==> config.mk <==
export PLATFORM = sky130hd
export DESIGN_NAME = window_fifo
export DESIGN_NICKNAME = d
export VERILOG_FILES = /design/src/rtl/window_fifo.sv
export SDC_FILE = /design/constraint.sdc
export NUM_CORES = 1
export LEC_CHECK = 0
export BUFFER_PORTS_ARGS = -buffer_cell sky130_fd_sc_hd__buf_2
export CORE_ASPECT_RATIO = 0.8
export CORE_MARGIN = 3
export CORE_UTILIZATION = 35
export CTS_BUF_LIST = sky130_fd_sc_hd__clkbuf_2
export DETAILED_ROUTE_END_ITERATION = 8
export GPL_TIMING_DRIVEN = 0
export PLACE_DENSITY = 0.61
export RECOVER_POWER = 25
export SETUP_SLACK_MARGIN = 0.1
export SLEW_MARGIN = 20
export SYNTH_ARGS = -nofsm -noshare
export SYNTH_HDL_FRONTEND = slang
export SYNTH_SLANG_ARGS = --single-unit
==> constraint.sdc <==
create_clock -name clk -period 2.8 [get_ports clk]
set_input_delay 0 -clock clk [delete_from_list [all_inputs] [get_ports clk]]
set_output_delay 0 -clock clk [all_outputs]
set_load 0.03 [all_outputs]
==> src/rtl/window_fifo.sv <==
// First-word-fall-through sample buffer with occupancy count, thresholds, flush,
// sticky error flags and a registered random-access peek into the history window.
module window_fifo #(
  parameter int DEPTH_BITS = 3,
  parameter int DATA_WIDTH = 8,
  parameter int AF_LEVEL   = (1 << DEPTH_BITS) - 1,
  parameter int AE_LEVEL   = 1
) (
  input  logic                  clk,
  input  logic                  rst,
  input  logic                  flush,
  input  logic                  push,
  input  logic [DATA_WIDTH-1:0] val_in,
  input  logic                  pop,
  output logic [DATA_WIDTH-1:0] val_out,
  output logic                  full,
  output logic                  empty,
  output logic                  almost_full,
  output logic                  almost_empty,
  output logic [DEPTH_BITS:0]   count,
  input  logic [DEPTH_BITS-1:0] peek_idx,
  output logic [DATA_WIDTH-1:0] peek_out,
  output logic                  peek_valid,
  output logic                  overflow,
  output logic                  underflow
);

  localparam int DEPTH = 1 << DEPTH_BITS;
  localparam logic [DEPTH_BITS:0] FULL_CNT = (DEPTH_BITS + 1)'(DEPTH);
  localparam logic [DEPTH_BITS:0] AF_CNT   = (DEPTH_BITS + 1)'(AF_LEVEL);
  localparam logic [DEPTH_BITS:0] AE_CNT   = (DEPTH_BITS + 1)'(AE_LEVEL);

  logic [DATA_WIDTH-1:0] mem [DEPTH];
  logic [DEPTH_BITS-1:0] wr_ptr;
  logic [DEPTH_BITS-1:0] rd_ptr;
  logic [DEPTH_BITS-1:0] peek_addr;
  logic                  pop_ok;
  logic                  push_ok;

  assign full         = (count == FULL_CNT);
  assign empty        = (count == '0);
  assign almost_full  = (count >= AF_CNT);
  assign almost_empty = (count <= AE_CNT);
  assign val_out      = empty ? '0 : mem[rd_ptr];

  // A pop frees a slot in the same edge, so a full buffer still accepts a push alongside it.
  assign pop_ok    = pop && !empty && !flush;
  assign push_ok   = push && (!full || pop_ok) && !flush;
  assign peek_addr = rd_ptr + peek_idx;

  // NOTE: storage has no reset; only pointers and count define which words are live.
  always_ff @(posedge clk) begin
    if (push_ok) mem[wr_ptr] <= val_in;
  end

  // NOTE: all sequential state uses non-blocking assignments so every read sees pre-edge values.
  always_ff @(posedge clk or negedge rst) begin
    if (!rst) begin
      wr_ptr    <= '0;
      rd_ptr    <= '0;
      count     <= '0;
      overflow  <= 1'b0;
      underflow <= 1'b0;
    end else if (flush) begin
      wr_ptr    <= '0;
      rd_ptr    <= '0;
      count     <= '0;
      overflow  <= 1'b0;
      underflow <= 1'b0;
    end else begin
      if (push_ok) wr_ptr <= wr_ptr + 1'b1;
      if (pop_ok)  rd_ptr <= rd_ptr + 1'b1;
      case ({push_ok, pop_ok})
        2'b10:   count <= count + 1'b1;
        2'b01:   count <= count - 1'b1;
        default: count <= count;
      endcase
      if (push && full && !pop) overflow  <= 1'b1;
      if (pop && empty)         underflow <= 1'b1;
    end
  end

  // Peek samples pre-edge pointer and count, so this edge's push/pop is not reflected.
  always_ff @(posedge clk or negedge rst) begin
    if (!rst) begin
      peek_out   <= '0;
      peek_valid <= 1'b0;
    end else begin
      peek_out   <= mem[peek_addr];
      peek_valid <= !flush && ({1'b0, peek_idx} < count);
    end
  end

endmodule

# After elaboration in Yosys (flattened, before gate mapping)
# Memories as Yosys holds them, arrays and structs flattened. A register that Yosys moved wholly into a read port is not among the register bits.
# Cells that the tools add are included.
dict set report classes {
  n_addsub 5
  magnitude_cmp 3
  eq_ne 3
  n_mux 13
  n_reduce_logical 20
}
# operator count
set op_table {}
lappend op_table {{2-to-1 mux 3 bit} 4}
lappend op_table {{logical AND 1 bit} 8}
lappend op_table {{2-to-1 mux 8 bit} 1}
lappend op_table {{case mux 4 bit (2 select lines)} 1}
lappend op_table {{nonzero test 2 bit} 4}
lappend op_table {{adder 3 x 1 -> 3 bit, second input constant} 2}
lappend op_table {{2-to-1 mux 1 bit} 6}
lappend op_table {{logical NOT 1 bit} 5}
lappend op_table {{adder 4 x 1 -> 4 bit, second input constant} 1}
lappend op_table {{equality test 4 bit, second input constant} 1}
lappend op_table {{greater-or-equal comparator 4 x 3 -> 1 bit, second input constant} 1}
lappend op_table {{less-or-equal comparator 4 x 1 -> 1 bit, second input constant} 1}
lappend op_table {{logical NOT 4 bit} 1}
lappend op_table {{less-than comparator 3 x 4 -> 1 bit} 1}
lappend op_table {{2-to-1 mux 4 bit} 1}
lappend op_table {{subtractor 4 x 1 -> 4 bit, second input constant} 1}
lappend op_table {{adder 3 bit} 1}
lappend op_table {{nonzero test 3 bit} 1}
lappend op_table {{equality test 2 x 1 -> 1 bit, second input constant} 1}
lappend op_table {{equality test 2 bit, second input constant} 1}
lappend op_table {{logical OR 1 bit} 1}
dict set report word_totals {
  register_bits 13
  mem_bits_rw 64
  inputBits 16
  output_inout_bits 27
  word_cells 51
  memories 1
}
# name depth word_bits read_ports rd_clocked_by_memory_dff write_ports line_no
set mem_list {}
lappend mem_list {mem 8 8 2 1 1 33} ;# logic [DATA_WIDTH-1:0] mem [DEPTH];

# Depth between registers and ports, before layout
# Gate-level depths: netlist of run 1.
dict set report depth {
  ltp_word 10
  depth_mapped 8
  mapped_depth_nobuf 6
}

# Worst setup path after synthesis of run 1
# OpenSTA, ideal clock, no wires.
dict set report synth_path {
  kind {reg2reg}
  start {register count[1]}
  end {memory mem[0][0] (enable)}
  setup_time_ns 0.383
  arrival_time_ns 2.034
  required_time_ns 2.417
  slack_ns 0.383
  path_stages_with_launch 7
  path_buffers 0
  period_less_slack_ns 2.417
  path_cell_list {dfrtp_1 -> inv_1 -> ha_1 -> nor4bb_1 -> nor3b_1 -> nand2b_1 -> nor3_1}
}
dict set report synth_between {
  elab_chain_len 9
  word_cells_on_any_way 11
  cone_classes {1 x eq/ne; 2 x mux; 8 x reduce/logical}
}
# element line_no
set synth_rtl {}
lappend synth_rtl {{start: declaration} 20} ;# output logic [DEPTH_BITS:0] count,
lappend synth_rtl {{start signal: assignment} 74} ;# 2'b10: count <= count + 1'b1;
lappend synth_rtl {{start signal: assignment} 75} ;# 2'b01: count <= count - 1'b1;
lappend synth_rtl {{start signal: assignment} 76} ;# default: count <= count;
lappend synth_rtl {{logical NOT 4 bit} 41} ;# assign empty = (count == '0);
lappend synth_rtl {{logical NOT 1 bit} 47} ;# assign pop_ok = pop && !empty && !flush;
lappend synth_rtl {{logical AND 1 bit (2 in series)} 47}
lappend synth_rtl {{logical OR 1 bit (*)} 48} ;# assign push_ok = push && (!full || pop_ok) && !flush;
lappend synth_rtl {{logical AND 1 bit (*) (2 in series)} 48}
lappend synth_rtl {{2-to-1 mux 1 bit (*)} 53} ;# if (push_ok) mem[wr_ptr] <= val_in;
lappend synth_rtl {{2-to-1 mux 1 bit (implied by the code) (*)} 53}
lappend synth_rtl {{end: declaration} 33}
# Mark *: on every way between the ends. The rest lies on a longest branch, timed or not.

# Worst setup path in the final report of run 1
dict set report layout_path {
  start {register rd_ptr[0]}
  end {register peek_out[7] (read register of mem)}
}
dict set report layout_between {
  elab_chain_len 1
}
# element line_no
set layout_rtl {}
lappend layout_rtl {{start: declaration} 35} ;# logic [DEPTH_BITS-1:0] rd_ptr;
lappend layout_rtl {{start signal: assignment} 72} ;# if (pop_ok) rd_ptr <= rd_ptr + 1'b1;
lappend layout_rtl {{adder 3 bit} 49} ;# assign peek_addr = rd_ptr + peek_idx;
lappend layout_rtl {{end: declaration} 22} ;# output logic [DATA_WIDTH-1:0] peek_out,
# Every way passes these cells.
# A chain may end at the register's enable or synchronous reset.

==> flow_summary.json, run 1 <==
{
  "cts_tree": "built",
  "cts_sinks": 85,
  "die_x_um": 126.5,
  "track_usage": 0.1602,
  "gp_congestion": 0.8203,
  "synth_xor_area_frac": 0.01508,
  "max_freq_mhz": 390.3,
  "gr-total-overflow": 0,
  "p_comb_frac": 0.328,
  "grt_pass1_wl_um": 15210,
  "htree_levels": 3,
  "period_needed_ns": 2.562,
  "port_buffers": 41,
  "setup_tns_ns": 0,
  "dr_total_vias": 2584,
  "status": "finished, final reports clean",
  "worst_ep_arrival_time_ns": 3.04,
  "irDropWorstVdd_mv": 0.1794,
  "pwr-share-seq": 0.467,
  "syn-num-nets": 298,
  "cellInternalPower_w": 0.001978,
  "n_fill_cell": 998,
  "tightest_slew_ns": 0.6332,
  "drtAntennaViolNets": 0,
  "finalHoldViolations": 0,
  "drc_errors": 0,
  "synth_seq_cells": 85,
  "hold_class": "input port to flip-flop",
  "critical_path_class": "flip-flop to flip-flop",
  "ys_types": 40,
  "antenna_found_initial": 0,
  "finalNetCount": 368,
  "ys_warn_count": 0,
  "synth_compound_area_frac": 0.05509,
  "clockPowerShare": 0.205,
  "syn-cell-area_mm2": 0.004065,
  "skew_ns": 0.02536,
  "rsz0062_at_grt": "no",
  "grt_max_degree": 22,
  "drt_iter0_drc": 277,
  "clockBufferDepth": 2,
  "cp.required_ns": 3.28,
  "seq_area_mm2": 0.002449,
  "syn_inst": 273,
  "avgRoutedWirePerCell_um": 20.25,
  "num_antenna_cells": 0,
  "drive_gt1_frac": 0.3075,
  "cts_inserted_buffers": 9,
  "finalCritPeriodShare": 0.9150,
  "syn-mean-instance-area_um2": 14.89,
  "slew_viol_final": 0,
  "cp-start-kind": "flip-flop",
  "root_buffer": "clkbuf_2",
  "multi_input_area_mm2": 0.001562,
  "synth-adder-area-share": 0.02955,
  "grt_pass1_vias": 2752,
  "placement_rows": 34,
  "power_density_mw_per_mm2": 655.7,
  "synthMuxAreaShare": 0.1939,
  "synth-seq-area-share": 0.6020,
  "synth_top_family_by_area": "multiplexers",
  "timing.slew.headroom": 0.5774,
  "insertion_delay_ns": 0.59,
  "fin_hold_ws_ns": 0.05291,
  "setup-violations-final": 0,
  "vias_per_cell": 5.252,
  "die_y_um": 102.4,
  "maxCapViolCount": 0,
  "dp_hpwl_um": 6600,
  "clk_pin_slew_ns": 0.26,
  "leakage_nw": 1.770,
  "initial_core_util": 0.3661,
  "ios": 43,
  "wirelength_um": 9965,
  "die_area_mm2": 0.01295,
  "core_mm2": 0.01110,
  "cp-end-kind": "flip-flop",
  "p_sw_frac": 0.3715,
  "p_switching_w": 0.001169,
  "area_delta_synth_final_pct": 18.10,
  "dr.pass1.iters": 4,
  "synthSimpleGateAreaFrac": 0.08002,
  "cp_max_fo": 9
}
[timing repair]
action                     4_1_cts  5_1_grt
buffers inserted                 0        0
setup endpoints to repair       18       50
hold buffers                    16        0
hold endpoints to repair       109        0
gates resized for setup          8       10
[state kept, by name, summed over array words and instances (netlist names)]
| name | count |
|---|---|
| mem | 64 |
| rd_ptr | 3 |
| underflow | 1 |
| overflow | 1 |
| peek_out | 8 |
| count | 4 |
| peek_valid | 1 |
| wr_ptr | 3 |
[cells by family (layout without fill, tap and decap cells)]
family | count (synthesis) | count (layout)
compound gates | 32 | 32
flops | 85 | 85
fa+ha+maj | 9 | 9
buf+inv | 22 | 97
xor+xnor | 7 | 7
mux | 47 | 47
simple gates | 71 | 71
[placed cells by master, fill, tap and decap left out, types with 3 or more instances in the layout]
cell type / netlist / final
nor2_2: 0 / 6
nand2b_1: 8 / 8
clkbuf_1: 9 / 13
inv_8: 0 / 3
clkbuf_2: 1 / 14
edfxtp_1: 64 / 64
o21ai_0: 9 / 9
mux4_2: 25 / 25
buf_4: 0 / 4
nand2_1: 20 / 20
a21oi_1: 5 / 5
xor2_1: 5 / 5
mux2_2: 3 / 3
buf_2: 6 / 38
mux2i_1: 18 / 17
dlygate4sd3_1: 0 / 15
dfrtp_1: 21 / 20
nor2_1: 30 / 24
ha_1: 8 / 8
nand3b_1: 3 / 3
inv_1: 4 / 4
o221ai_1: 7 / 7
[worst max-delay path, cell delays in order, from the launching register on]
cell      delay, ns
dfrtp_1        0.47
ha_1           0.21
fa_1           0.49
clkbuf_2       0.29
or2_2          0.16
clkbuf_1       0.36
o221ai_1       0.18
o21ai_0        0.31
[worst paths after layout]
| kind | from | endpoint | slack, ns | cells past startpoint |
|---|---|---|---|---|
| max | rd_ptr[0]$_DFFE_PN0P_ | peek_out[7]$_DFF_PN0_ | 0.24 | 7 |
| min | push | wr_ptr[2]$_DFFE_PN0P_ | 0.05 | 5 |
| max reg2reg | rd_ptr[0]$_DFFE_PN0P_ | peek_out[7]$_DFF_PN0_ | 0.24 | 7 |
| min reg2reg | overflow$_DFFE_PN0P_ | overflow$_DFFE_PN0P_ | 0.53 | 2 |
| max in group asynchronous | rst | count[0]$_DFFE_PN0P_ | 2.25 | 4 |
| min in group asynchronous | rst | peek_out[2]$_DFF_PN0_ | 0.40 | 4 |
[cell type report]
cell class / count / area share
Buffer: 18 / 0.01981
Clock buffer: 9 / 0.009382
Clock inverter: 7 / 0.01564
Inverter: 4 / 0.003127
Multi-Input combinational cell: 166 / 0.3253
Sequential cell: 85 / 0.5100
Tap cell: 144 / 0.03753
Timing Repair Buffer: 59 / 0.07923
[power by group through the flow]
| stage | Combinational, W | Clock (W) | Sequential, W |
|---|---|---|---|
| global route | 0.00112 | 0.000709 | 0.00148 |
| finish | 0.00103 | 0.000646 | 0.00147 |
| CTS | 0.00104 | 0.000666 | 0.00147 |
| global placement | 0.000980 | 0 | 0.00149 |
| detailed placement | 0.00100 | 0 | 0.00149 |
| floorplan | 0.000599 | 0 | 0.00160 |
[through the flow]
stage	instance area [µm²]	power (W)	utilization	std cells	setup slack [ns]
after floorplan	4065	0.002198	-	273	0.3830
after global placement	4451	0.002474	0.4008	458	-0.1869
after detailed placement	4476	0.002499	0.4031	460	0.03162
after CTS	4786	0.003171	0.4310	492	0.1001
after global routing	4801	0.003303	0.4324	492	0.1038
final	4801	0.003148	0.4324	492	0.2379
[synthesized netlist by cell type (all sizes together)]
| cell type | number | area (µm²) |
|---|---|---|
| a211o | 1 | 8.760 |
| a211oi | 1 | 12.51 |
| a21o | 2 | 15.01 |
| a21oi | 5 | 25.02 |
| a311oi | 1 | 8.760 |
| a31o | 1 | 8.760 |
| a31oi | 1 | 6.260 |
| buf | 8 | 45.04 |
| clkbuf | 10 | 38.78 |
| dfrtp | 21 | 525.5 |
| edfxtp | 64 | 1922 |
| fa | 1 | 20.02 |
| ha | 8 | 100.1 |
| inv | 4 | 15.01 |
| mux2 | 4 | 45.04 |
| mux2i | 18 | 180.2 |
| mux4 | 25 | 563.0 |
| nand2 | 20 | 75.07 |
| nand2b | 8 | 50.05 |
| nand3b | 3 | 22.52 |
| nor2 | 30 | 112.6 |
| nor2b | 2 | 12.51 |
| nor3 | 3 | 15.01 |
| nor3b | 1 | 7.510 |
| nor4bb | 1 | 10.01 |
| o2111a | 1 | 11.26 |
| o2111ai | 1 | 8.760 |
| o211ai | 1 | 7.510 |
| o21ai | 10 | 50.04 |
| o221ai | 7 | 61.31 |
| or2 | 1 | 6.260 |
| or3 | 1 | 6.260 |
| or4 | 1 | 7.510 |
| xnor2 | 2 | 17.52 |
| xor2 | 5 | 43.79 |
[metal layers]
metal  track usage  share of wire  vias up
li1              -              -     1187
met1        0.2062           0.40     1304
met2        0.2707           0.51       80
met3       0.03553          0.077       13
met4       0.05688          0.016        0
met5             0              0        -
Note: power is estimated with default switching activity, not from simulation.
==> run 2, diff against run 1 <==
Settings changed: HOLD_SLACK_MARGIN from default to 0.15.
==> run 2 against run 1 <==
Clock skew is 0.0067 ns lower; largest power group unchanged; die area unchanged; sequential power is essentially flat; critical endpoint unchanged; highest routed layer unchanged.
==> flow_summary.json, run 2 (synthesis results as in run 1) <==
{
  "finalCritPeriodShare": 0.9168,
  "cts_sinks": 85,
  "seq_area_mm2": 0.002449,
  "port_buffers": 41,
  "htree_levels": 3,
  "insertion_delay_ns": 0.57,
  "critPathTopFamily": "adder cells",
  "postPlaceCellArea_mm2": 0.004476,
  "grt_pass1_wl_um": 15270,
  "power_density_mw_per_mm2": 650.5,
  "drt_iter0_drc": 236,
  "root_buffer": "clkbuf_2",
  "p_switching_w": 0.001163,
  "pwr-share-seq": 0.467,
  "dr.pass1.iters": 4,
  "layout_common_cells": "edfxtp_1 (64), buf_2 (38), mux4_2 (25)",
  "path_buf_inv": 2,
  "clk_pin_slew_ns": 0.27,
  "ios": 43,
  "dp_hpwl_um": 6600,
  "leakage_nw": 1.791,
  "top_register": "mem",
  "die_area_mm2": 0.01295,
  "drive_gt1_frac": 0.3011,
  "postLayoutCellArea_mm2": 0.004837,
  "cts_inserted_buffers": 9,
  "avgRoutedWirePerCell_um": 19.97,
  "antenna_found_initial": 0,
  "track_usage": 0.1604,
  "largest_reg_flops": 64,
  "dr_total_vias": 2567,
  "status": "finished, final reports clean",
  "setup-violations-final": 0,
  "cpPeakStageDelay_ns": 0.49,
  "crit_chain": "ha_1, fa_1, clkbuf_2, or2_2, clkbuf_1, o221ai_1, o21ai_0",
  "grt_max_degree": 22,
  "n_fill_cell": 997,
  "core_mm2": 0.01110,
  "hold_class": "input port to flip-flop",
  "p_sw_frac": 0.3697,
  "period_needed_ns": 2.567,
  "multi_input_area_mm2": 0.001558,
  "final_util": 0.4357,
  "initial_core_util": 0.3661,
  "top_regs": "mem (64), peek_out (8), count (4)",
  "critical_path_class": "flip-flop to flip-flop",
  "cts_tree": "built",
  "worst_ep_arrival_time_ns": 3.03,
  "finalNetCount": 372,
  "area_delta_synth_final_pct": 18.99,
  "wirelength_um": 9905,
  "final_common_cell": "edfxtp_1",
  "worst_path_max_delay_cell": "fa_1",
  "gp_congestion": 0.8203,
  "num_antenna_cells": 0,
  "p_comb_frac": 0.331,
  "max_freq_mhz": 389.6,
  "cp_max_fo": 9,
  "vias_per_cell": 5.175,
  "cp.required_ns": 3.27,
  "gr-total-overflow": 0,
  "slew_viol_final": 0,
  "maxCapViolCount": 0,
  "die_x_um": 126.5,
  "p_total_w": 0.003146,
  "drc_errors": 0,
  "cp-end-kind": "flip-flop",
  "placement_rows": 34,
  "cp-start-kind": "flip-flop",
  "finalHoldViolations": 0,
  "clockBufferDepth": 2,
  "rsz0062_at_grt": "no",
  "tightest_slew_ns": 0.6371,
  "die_y_um": 102.4,
  "drtAntennaViolNets": 0,
  "skew_ns": 0.01864,
  "clockPowerShare": 0.202,
  "timing.slew.headroom": 0.5748,
  "grt_pass1_vias": 2753,
  "cellInternalPower_w": 0.001983,
  "irDropWorstVdd_mv": 0.1750
}
run 2: cell type report:
| class | count | area share |
|---|---|---|
| plain buffers | 18 | 0.01966 |
| clock buffers | 9 | 0.009312 |
| clock inverters | 7 | 0.01552 |
| inverters | 4 | 0.003104 |
| multi-input cells | 166 | 0.3220 |
| flip-flops and latches | 85 | 0.5062 |
| well taps | 144 | 0.03725 |
| repair buffers | 63 | 0.08691 |
run 2: layer usage:
| layer | share of wire | track usage |
|---|---|---|
| met4 | 0.015 | 0.05936 |
| met1 | 0.41 | 0.2082 |
| met5 | 0 | 0 |
| met2 | 0.51 | 0.2679 |
| met3 | 0.070 | 0.03553 |
run 2: what timing repair did:
item / in CTS / in global routing
setup endpoints to repair: 18 / 50
endpoints found under the hold margin: 121 / 0
pin swaps: 0 / 0
setup buffers: 0 / 0
hold buffers: 20 / 0
resized for setup: 8 / 9
run 2: metrics by stage:
step / setup slack (ns) / hold slack, ns / instances / TNS [ns]
final: 0.2330 / 0.2894 / 496 / 0
after global routing: 0.1024 / 0.2457 / 496 / 0
after CTS: 0.1001 / 0.1525 / 496 / 0
after detailed placement: 0.03162 / 0.02147 / 460 / 0
after global placement: -0.1869 / 0.01882 / 458 / -2.788
after floorplan: 0.3830 / -0.2956 / 273 / 0
run 2: final timing paths:
path                       depth (start not counted)                  start                    end  slack (ns)
min in group asynchronous                          4                    rst  peek_out[1]$_DFF_PN0_        0.41
hold / removal                                     2              val_in[2]    mem[6][2]$_DFFE_PP_        0.29
setup / recovery                                   7  rd_ptr[0]$_DFFE_PN0P_  peek_out[7]$_DFF_PN0_        0.23
hold reg to reg                                    2   overflow$_DFFE_PN0P_   overflow$_DFFE_PN0P_        0.54
max in group asynchronous                          4                    rst   count[0]$_DFFE_PN0P_        2.23
setup reg to reg                                   7  rd_ptr[0]$_DFFE_PN0P_  peek_out[7]$_DFF_PN0_        0.23
run 2: worst register-to-register path: cells and delay by family, from the launching register on:
kind                       cells  cell delay (ns)
and+or+nand+nor                1             0.17
buffers and inverters          2             0.65
DFF                            1             0.47
adders and majority gates      2             0.70
AOI/OAI and AO/OA              2             0.48
run 2: power by group through the flow:
| stage | clock network, W | logic [W] | registers, W |
|---|---|---|---|
| global route | 0.000707 | 0.00112 | 0.00148 |
| CTS | 0.000666 | 0.00105 | 0.00147 |
| floorplan | 0 | 0.000599 | 0.00160 |
| global placement | 0 | 0.000980 | 0.00149 |
| detailed placement | 0 | 0.00100 | 0.00149 |
| finish | 0.000637 | 0.00104 | 0.00147 |
==> run 3, diff against run 2 <==
Settings changed: CTS_BUF_LIST sky130_fd_sc_hd__clkbuf_2 to sky130_fd_sc_hd__clkbuf_4 sky130_fd_sc_hd__clkbuf_8.
==> run 3 against run 2 <==
Critical path depth down 1; fmax down 3.7%; core utilization down 0.17 points; clock power up 34%; non-clock buffer count down 7; register-to-register slack worse by 0.097 ns; global-route usage down 0.23 points; first-iteration DRC count up 3.8%; worst hold slack worse by 0.15 ns; via count down 0.62%; critical endpoint is now mem[3][4]$_DFFE_PP_; largest power group unchanged.
==> flow_summary.json, run 3 (synthesis results as in run 1) <==
{
  "cp.required_ns": 2.79,
  "die_x_um": 126.5,
  "maxCapViolCount": 0,
  "grt_pass1_vias": 2721,
  "cts_tree": "built",
  "dr.pass1.iters": 4,
  "placement_rows": 34,
  "p_total_w": 0.003336,
  "grt_max_degree": 22,
  "final_common_cell": "edfxtp_1",
  "finalNetCount": 365,
  "grt_pass1_wl_um": 15090,
  "crit_start": "count[0]$_DFFE_PN0P_",
  "antenna_found_initial": 0,
  "r2r_end": "mem[3][4]$_DFFE_PP_",
  "rrSetupSlack_ns": 0.14,
  "rsz0062_at_grt": "yes",
  "largest_reg_flops": 64,
  "drt_iter0_drc": 245,
  "timing.slew.headroom": 0.3402,
  "initial_core_util": 0.3661,
  "insertion_delay_ns": 0.36,
  "slew_viol_final": 0,
  "drtAntennaViolNets": 0,
  "layout_common_cells": "edfxtp_1 (64), buf_2 (41), nor2_1 (26)",
  "cp-start-kind": "flip-flop",
  "gr-total-overflow": 0,
  "dr_total_vias": 2551,
  "htree_levels": 3,
  "n_fill_cell": 999,
  "cp_max_fo": 9,
  "hold_class": "input port to asynchronous set/reset pin",
  "fin_hold_ws_ns": 0.1382,
  "top_register": "mem",
  "detailroute.wirelength.met3_um": 651,
  "drive_gt1_frac": 0.2957,
  "vias_per_cell": 5.217,
  "gp_congestion": 0.8203,
  "dp_hpwl_um": 6600,
  "die_y_um": 102.4,
  "root_buffer": "clkbuf_8",
  "core_mm2": 0.01110,
  "track_usage": 0.1582,
  "cts_inserted_buffers": 9,
  "power_density_mw_per_mm2": 692.5,
  "worst_ep_arrival_time_ns": 2.65,
  "area_delta_synth_final_pct": 18.53,
  "finalHoldViolations": 0,
  "status": "finished, final reports clean",
  "skew_ns": 0.006380,
  "dp_slack_ns": 0.03162,
  "rr_worst_depth": 6,
  "irDropWorstVdd_mv": 0.2134,
  "clockBufferDepth": 2,
  "rr_startpoint": "count[0]$_DFFE_PN0P_",
  "cts_sinks": 85,
  "max_freq_mhz": 375.3,
  "setup-violations-final": 0,
  "setup_ws_ns": 0.1357,
  "num_antenna_cells": 0,
  "worst_path_max_delay_cell": "nor2_1",
  "finalCritPeriodShare": 0.9515,
  "met1_length_um": 4135,
  "cpPeakStageDelay_ns": 0.80,
  "leakage_nw": 1.783,
  "period_needed_ns": 2.664,
  "port_buffers": 41,
  "crit_chain": "inv_1, ha_1, nor4bb_1, nor3b_1, nand2_1, nor2_1",
  "wirelength_um": 9801,
  "avgRoutedWirePerCell_um": 20.04,
  "top_layer_used": "met4",
  "cp-end-kind": "flip-flop",
  "die_area_mm2": 0.01295,
  "ios": 43,
  "drc_errors": 0,
  "top_regs": "mem (64), peek_out (8), count (4)",
  "met2_length_um": 4945,
  "critical_path_class": "flip-flop to flip-flop",
  "tightest_slew_ns": 0.9861,
  "clk_pin_slew_ns": 0.10
}
==> run 3: repair_timing <==
item	CTS	global route
setup endpoints to repair	15	53
hold endpoints to repair	92	0
resized for setup	3	6
hold buffers	13	0
buffers inserted	0	0
pin swaps	0	0
==> run 3: how the worst max path moves through the flow <==
stage,depth (start not counted),to,slack [ns]
after floorplan,6,mem[0][0]$_DFFE_PP_,0.38
after global placement,6,mem[0][2]$_DFFE_PP_,-0.19
after detailed placement,7,peek_out[0]$_DFF_PN0_,0.03
after CTS,6,mem[5][4]$_DFFE_PP_,0.11
after global routing,6,mem[5][4]$_DFFE_PP_,-0.05
final,6,mem[3][4]$_DFFE_PP_,0.14
==> run 3: metrics by stage <==
| step | TNS (ns) | util | area [µm²] | cells |
|---|---|---|---|---|
| after floorplan | 0 | - | 4065 | 273 |
| after global placement | -2.788 | 0.4008 | 4451 | 458 |
| after detailed placement | 0 | 0.4031 | 4476 | 460 |
| after CTS | 0 | 0.4336 | 4815 | 489 |
| after global routing | -0.5824 | 0.4340 | 4818 | 489 |
| final | 0 | 0.4340 | 4818 | 489 |
==> run 3: final cells by class <==
type / count / area [µm²] / area share
well taps: 144 / 180.2 / 0.03739
inverters: 4 / 15.01 / 0.003116
flip-flops and latches: 85 / 2447 / 0.5079
clock inverters: 7 / 75.07 / 0.01558
clock buffers: 9 / 123.9 / 0.02571
repair buffers: 56 / 342.8 / 0.07115
plain buffers: 18 / 87.58 / 0.01818
multi-input cells: 166 / 1546 / 0.3210
==> run 3: power by group <==
part           switching, W  leakage [nW]  total [W]  internal [W]
Combinational      0.000628         0.836    0.00101      0.000385
Sequential        0.0000379         0.848    0.00147       0.00143
Clock              0.000503        0.0985   0.000856      0.000353
==> run 3: critical path, delay by kind of cell (launching register included) <==
kind / cells / cell delay, ns
fa+ha+maj: 1 / 0.28
flops: 1 / 0.51
simple gates: 4 / 1.43
buf+inv: 1 / 0.08
==> run 3: routing by layer <==
metal,up-vias,global-route usage
met2,76,0.2675
met5,-,0
li1,1180,-
met1,1288,0.2059
met4,0,0.04204
met3,7,0.04023
